## config.mk

```make
export PLATFORM = sky130hd
export DESIGN_NAME = egress_byte_serializer
export DESIGN_NICKNAME = d
export VERILOG_FILES = /design/src/rtl/egress_byte_serializer_pkg.sv /design/src/rtl/egress_word_fifo.sv /design/src/rtl/egress_byte_serializer.sv
export SDC_FILE = /design/constraint.sdc
export NUM_CORES = 1
export LEC_CHECK = 0
export ABC_AREA = 1
export CAP_MARGIN = 20
export CORE_MARGIN = 3
export CORE_UTILIZATION = 23
export CTS_CLUSTER_DIAMETER = 200
export CTS_CLUSTER_SIZE = 10
export DETAILED_ROUTE_END_ITERATION = 10
export PLACE_DENSITY_LB_ADDON = 0.08
export SYNTH_ARGS = -nofsm -noshare
export SYNTH_HDL_FRONTEND = slang
export SYNTH_SLANG_ARGS = --single-unit
```

## constraint.sdc

```tcl
create_clock -name Clk -period 3.9 [get_ports Clk]
set_input_delay 1.17 -clock Clk [delete_from_list [all_inputs] [get_ports Clk]]
set_output_delay 1.17 -clock Clk [all_outputs]
set_load 0.03 [all_outputs]
```

## src/rtl/egress_byte_serializer_pkg.sv

```systemverilog
// Shared constants for the egress byte serializer: sync byte, word geometry and FSM encodings.
// The sync-byte state ST_SYNC is only used when EGRESS_SYNC_EN is defined.
package egress_byte_serializer_pkg;

    localparam logic [7:0]  EGRESS_SYNC_BYTE      = 8'hA5;
    localparam int unsigned EGRESS_BYTES_PER_WORD = 4;

    localparam logic [1:0]  ST_IDLE  = 2'd0;
    localparam logic [1:0]  ST_SYNC  = 2'd1;
    localparam logic [1:0]  ST_SHIFT = 2'd2;

endpackage

```

## src/rtl/egress_word_fifo.sv

```systemverilog
// Synchronous word FIFO with registered head word, full/empty flags and fill level.
// Push when full and pop when empty are ignored; the caller gates them anyway.
module egress_word_fifo
    import egress_byte_serializer_pkg::*;
#(
    parameter int unsigned WIDTH      = 32,
    parameter int unsigned DEPTH      = 4,
    parameter int unsigned DEPTH_LOG2 = 2
) (
    input  logic                  i_clk,
    input  logic                  i_rst,
    input  logic                  i_push,
    input  logic [WIDTH-1:0]      i_wdata,
    input  logic                  i_pop,
    output logic [WIDTH-1:0]      o_rd_data,
    output logic                  o_full,
    output logic                  o_empty,
    output logic [DEPTH_LOG2:0]   o_level
);

    localparam int unsigned LW = DEPTH_LOG2 + 1;

    logic [WIDTH-1:0]      r_mem [DEPTH];
    logic [DEPTH_LOG2-1:0] r_wr_ptr;
    logic [DEPTH_LOG2-1:0] r_rd_ptr;
    logic [LW-1:0]         r_level;
    logic                  r_full;
    logic                  r_empty;
    logic [WIDTH-1:0]      r_rd_data;

    logic                  w_push;
    logic                  w_pop;
    logic [DEPTH_LOG2-1:0] w_rd_ptr_nxt;
    logic [LW-1:0]         w_level_nxt;
    logic [WIDTH-1:0]      w_head_nxt;

    // Head word is precomputed so the read data is a register, including write-through on empty.
    always_comb begin
        w_push       = i_push & ~r_full;
        w_pop        = i_pop & ~r_empty;
        w_rd_ptr_nxt = r_rd_ptr + DEPTH_LOG2'(w_pop);
        w_level_nxt  = r_level;
        case ({w_push, w_pop})
            2'b10:   w_level_nxt = r_level + LW'(1);
            2'b01:   w_level_nxt = r_level - LW'(1);
            default: w_level_nxt = r_level;
        endcase
        if (w_push && (r_wr_ptr == w_rd_ptr_nxt)) begin
            w_head_nxt = i_wdata;
        end else begin
            w_head_nxt = r_mem[w_rd_ptr_nxt];
        end
    end

    always_ff @(posedge i_clk) begin
        if (w_push) begin
            r_mem[r_wr_ptr] <= i_wdata;
        end
    end

    always_ff @(posedge i_clk) begin
        if (i_rst) begin
            r_wr_ptr  <= '0;
            r_rd_ptr  <= '0;
            r_level   <= '0;
            r_full    <= 1'b0;
            r_empty   <= 1'b1;
            r_rd_data <= '0;
        end else begin
            r_wr_ptr  <= r_wr_ptr + DEPTH_LOG2'(w_push);
            r_rd_ptr  <= w_rd_ptr_nxt;
            r_level   <= w_level_nxt;
            r_full    <= (w_level_nxt == LW'(DEPTH));
            r_empty   <= (w_level_nxt == '0);
            r_rd_data <= w_head_nxt;
        end
    end

    assign o_rd_data = r_rd_data;
    assign o_full    = r_full;
    assign o_empty   = r_empty;
    assign o_level   = r_level;

endmodule

```

## src/rtl/egress_byte_serializer.sv

```systemverilog
// Buffers result words in a small FIFO and shifts them out MSB byte first, one byte per clock.
// Optional feature: define EGRESS_SYNC_EN to prefix every word with one sync byte.
module egress_byte_serializer
    import egress_byte_serializer_pkg::*;
#(
    parameter int unsigned DATA_WIDTH      = 8 * EGRESS_BYTES_PER_WORD,
    parameter int unsigned FIFO_DEPTH      = 4,
    parameter int unsigned FIFO_DEPTH_LOG2 = 2
) (
    input  logic                       Clk,
    input  logic                       ARst,
    input  logic [DATA_WIDTH-1:0]      WriteData,
    input  logic                       WriteDataValid,
    output logic                       Ready,
    output logic [7:0]                 Data,
    output logic                       DataValid,
    output logic [FIFO_DEPTH_LOG2:0]   Level,
    output logic                       Overflow
);

    localparam int unsigned NB    = DATA_WIDTH / 8;
    localparam int unsigned CNT_W = (NB > 1) ? $clog2(NB) : 1;

    logic [1:0]            r_state;
    logic [DATA_WIDTH-1:0] r_shift;
    logic [CNT_W-1:0]      r_cnt;
    logic [7:0]            r_data;
    logic                  r_valid;
    logic                  r_overflow;

    logic [1:0]            w_state_nxt;
    logic [DATA_WIDTH-1:0] w_shift_nxt;
    logic [CNT_W-1:0]      w_cnt_nxt;
    logic [7:0]            w_data_nxt;
    logic                  w_valid_nxt;
    logic                  w_load;
    logic                  w_pop;
    logic                  w_push;
    logic                  w_full;
    logic                  w_empty;
    logic [DATA_WIDTH-1:0] w_head;

    assign w_push = WriteDataValid & ~w_full;

    egress_word_fifo #(
        .WIDTH      (DATA_WIDTH),
        .DEPTH      (FIFO_DEPTH),
        .DEPTH_LOG2 (FIFO_DEPTH_LOG2)
    ) u_fifo (
        .i_clk     (Clk),
        .i_rst     (ARst),
        .i_push    (w_push),
        .i_wdata   (WriteData),
        .i_pop     (w_pop),
        .o_rd_data (w_head),
        .o_full    (w_full),
        .o_empty   (w_empty),
        .o_level   (Level)
    );

    // Next state and outputs; r_cnt counts bytes still to follow the one on Data.
    always_comb begin
        w_state_nxt = r_state;
        w_shift_nxt = r_shift;
        w_cnt_nxt   = r_cnt;
        w_data_nxt  = r_data;
        w_valid_nxt = 1'b0;
        w_load      = 1'b0;
        w_pop       = 1'b0;

        case (r_state)
            ST_IDLE: begin
                w_load = ~w_empty;
            end
`ifdef EGRESS_SYNC_EN
            ST_SYNC: begin
                w_data_nxt  = r_shift[DATA_WIDTH-1 -: 8];
                w_shift_nxt = r_shift << 8;
                w_cnt_nxt   = CNT_W'(NB - 1);
                w_valid_nxt = 1'b1;
                w_state_nxt = ST_SHIFT;
            end
`endif
            ST_SHIFT: begin
                if (r_cnt != '0) begin
                    w_data_nxt  = r_shift[DATA_WIDTH-1 -: 8];
                    w_shift_nxt = r_shift << 8;
                    w_cnt_nxt   = r_cnt - CNT_W'(1);
                    w_valid_nxt = 1'b1;
                end else if (!w_empty) begin
                    w_load = 1'b1;
                end else begin
                    w_state_nxt = ST_IDLE;
                end
            end
            default: begin
                w_state_nxt = ST_IDLE;
            end
        endcase

        // Pop the head word; back-to-back with the previous word's last byte, no bubble.
        if (w_load) begin
            w_pop       = 1'b1;
            w_valid_nxt = 1'b1;
`ifdef EGRESS_SYNC_EN
            w_state_nxt = ST_SYNC;
            w_data_nxt  = EGRESS_SYNC_BYTE;
            w_shift_nxt = w_head;
`else
            w_state_nxt = ST_SHIFT;
            w_data_nxt  = w_head[DATA_WIDTH-1 -: 8];
            w_shift_nxt = w_head << 8;
            w_cnt_nxt   = CNT_W'(NB - 1);
`endif
        end
    end

    always_ff @(posedge Clk) begin
        if (ARst) begin
            r_state    <= ST_IDLE;
            r_shift    <= '0;
            r_cnt      <= '0;
            r_data     <= 8'h00;
            r_valid    <= 1'b0;
            r_overflow <= 1'b0;
        end else begin
            r_state    <= w_state_nxt;
            r_shift    <= w_shift_nxt;
            r_cnt      <= w_cnt_nxt;
            r_data     <= w_data_nxt;
            r_valid    <= w_valid_nxt;
            r_overflow <= r_overflow | (WriteDataValid & w_full);
        end
    end

    assign Ready     = ~w_full;
    assign Data      = r_data;
    assign DataValid = r_valid;
    assign Overflow  = r_overflow;

endmodule

```

==> impl_metrics.tcl <==
set metrics [dict create \
    cts-buffers-inserted 24 \
    cts.sinks 206 \
    crit_arrival_ns 3.24 \
    fin_crit_ns 2.82 \
    yosys-top-cells-count "451 x nand2_1, 128 x edfxtp_1, 78 x dfxtp_1, 48 x nor2_1, 41 x a21oi_1" \
    powerDensity_nw_per_um2 830 \
    clock_skew_ns 0.0101 \
    syn_inst 915 \
    drt_first_pass_iters 4 \
    rows 69 \
    slew_headroom_pct 43.4 \
    yosysWarnings 0 \
    vias 5877 \
    min_path_type "reg2reg" \
    combPwrFrac_pct 40.8 \
    critPathKind "reg2reg" \
    switching_share_pct 40.3 \
    clock_path_buffers 3 \
    wire_per_inst_um 15.8 \
    start_util_pct 23.5 \
    fp.dieW_um 197 \
    grt_max_degree 66 \
    finalWeightedCongestion 0.684 \
    syn_area_um2 8430 \
    synth.most_common_cell "nand2_1" \
    setup_viol 0 \
    final_hold_viol_count 0 \
    antenna_found_initial 0 \
    timing.final.ws_setup_ns 1.08 \
    place_ws_ns 0.770 \
    grt.overflow.total 0 \
    tightest_slew_ns 0.849 \
    outcome "finished, final reports clean" \
    timing.hold.ws_ns 0.455 \
    ir_worst_vdd_mv 0.360 \
    crit_path_cell_trace "inv_1 > ha_1 > nor2_2 > buf_4 > nor2_2 > ha_2 > inv_2 > buf_4 > nand2_1 > nand2_1 > nand2_1 > nand2_1 > a21oi_1 > nor2_1" \
    path_clk_slew_ns 0.06 \
    grt_pass1_wl_um 35500 \
    crit_required_ns 4.31 \
    ctsHtreeMaxLevel 1 \
    crit_path_start_kind "register" \
    dieArea_um2 39000 \
    diodes 0 \
    final_area_um2 10200 \
    endpoint_kind "register" \
    drt_iter0_markers 266 \
    cts_setup_buffers 0 \
    num-nets-final 1000 \
    route.detailed.drc 0 \
    viasPerCell 4.09 \
    synth.distinct_cells 23 \
    period_share_pct 72.4 \
    async_flop_share_pct 0 \
    power.leakage_nw 4.24 \
    synth_edf_count 128 \
    max_freq_mhz 354 \
    cpMaxStageDelayCell "buf_4" \
    drive_gt1_share_pct 6.35 \
    worst-path-buf-inv 4 \
    syn_nets 955 \
    path_common_cell "nand2_1" \
    slew_violations 0 \
    synthFlopType "edfxtp_1" \
    insertion_delay_ns 0.51 \
    rsz0062_at_grt "false" \
    cts_tree "done" \
    crit_path_max_incr_delay_ns 0.61 \
    yosysTopAreaCell "edfxtp_1" \
    ctsHoldBuffers 0 \
    core_area_um2 35800 \
    grt_pass1_vias 5839 \
    routed_wl_um 22700 \
    hpwl_um 13300 \
    p_int_mw 5.03 \
    yosysTopAreaCellShare_pct 45.6 \
    io_buffers 48 \
    post_cts_resized 0 \
    pin_count 49 \
    p_total_mw 8.44 \
    cp_top_family "buffers and inverters" \
    yosysSeqAreaShare_pct 64.2 \
    postRouteAntennaNets 0 \
    tns_ns 0 \
    switchingPower_mw 3.40 \
    clock_power_share_pct 24.9 \
    cap_viol_max_count 0 \
    avgSynthCellArea_um2 9.21 \
    seqPwrFrac_pct 34.4 \
    area_growth_pct 20.6 \
    ys_seq_elements 206 \
    die_h_um 197 \
    placed_cell_area_um2 9450 \
    cts_root_buf "clkbuf_16" \
    cp_max_fo 65 \
    synthTopCellsByArea "edfxtp_1 46%, nand2_1 20%, dfxtp_1 19%" \
    grt_usage_pct 11.8 \
]
[metal layers]
metal,GRT usage (%),part of all wire [%]
met2,19.6,46
met4,2.80,1.6
met3,2.03,3.7
met1,16.1,48
met5,0,0
[logic make-up (layout without fill, tap and decap cells)]
logic type | count (synthesis) | count (layout) | share of synthesized area (%)
and+or+nand+nor | 563 | 563 | 27.0
DFF | 206 | 206 | 64.2
buffers and inverters | 93 | 154 | 4.99
AOI/OAI and AO/OA | 46 | 46 | 2.79
adders and majority gates | 5 | 5 | 0.832
xor gates and xnor gates | 2 | 2 | 0.208
[cell type report]
cell class	count	area, µm²
clock buffers	42	711
multi-input cells	616	2630
flip-flops and latches	206	5410
repair buffers	67	673
inverters	45	169
well taps	461	577
fillers	3770	25700
[worst min-delay path, cell delays in order, from the launching register on]
cell	delay, ns
dfxtp_1	0.30
nand2_1	0.06
a21oi_1	0.05
[final timing paths]
kind	from	end	slack, ns	cells past startpoint
worst max-delay path	r_cnt[0]$_SDFFE_PP0P_	u_fifo.o_rd_data[27]$_SDFF_PP0_	1.08	14
worst max register to register	r_cnt[0]$_SDFFE_PP0P_	u_fifo.o_rd_data[27]$_SDFF_PP0_	1.08	14
worst min-delay path	u_fifo.o_rd_data[5]$_SDFF_PP0_	r_shift[13]$_SDFFE_PP0P_	0.46	2
worst min register to register	u_fifo.o_rd_data[5]$_SDFF_PP0_	r_shift[13]$_SDFFE_PP0P_	0.46	2
[power groups by stage]
stage	clock network (mW)	registers (mW)	logic, mW
final	2.10	2.90	3.44
after global routing	2.26	2.94	4.02
after CTS	2.19	2.91	3.57
after detailed placement	0	2.95	3.56
after global placement	0	2.95	3.57
after floorplan	0	2.97	2.46
[metrics by stage]
step	instances	utilization, %
after global routing	1437	28.4
final	1437	28.4
after floorplan	915	-
after global placement	1395	26.4
after CTS	1437	28.4
after detailed placement	1395	26.4
[state kept, by name, summed over array words and instances (netlist names)]
signal	count
u_fifo.r_mem	128
u_fifo.o_rd_data	32
r_shift	24
Data	8
u_fifo.o_level	3
r_cnt	2
u_fifo.r_rd_ptr	2
u_fifo.r_wr_ptr	2
DataValid	1
Overflow	1
r_state	1
u_fifo.o_empty	1
u_fifo.o_full	1
[cells in the final DEF, fill, tap and decap left out, drive strengths merged]
master / n
edfxtp: 128
fa: 1
dfxtp: 78
inv: 45
nor3: 5
o211ai: 2
xnor2: 2
buf: 19
clkbuf: 42
nor2: 51
o21ai: 3
nand3: 25
ha: 4
nand2: 453
clkdlybuf4s50: 48
a21oi: 41
nand3b: 29
(Power assumes the default switching activity.)
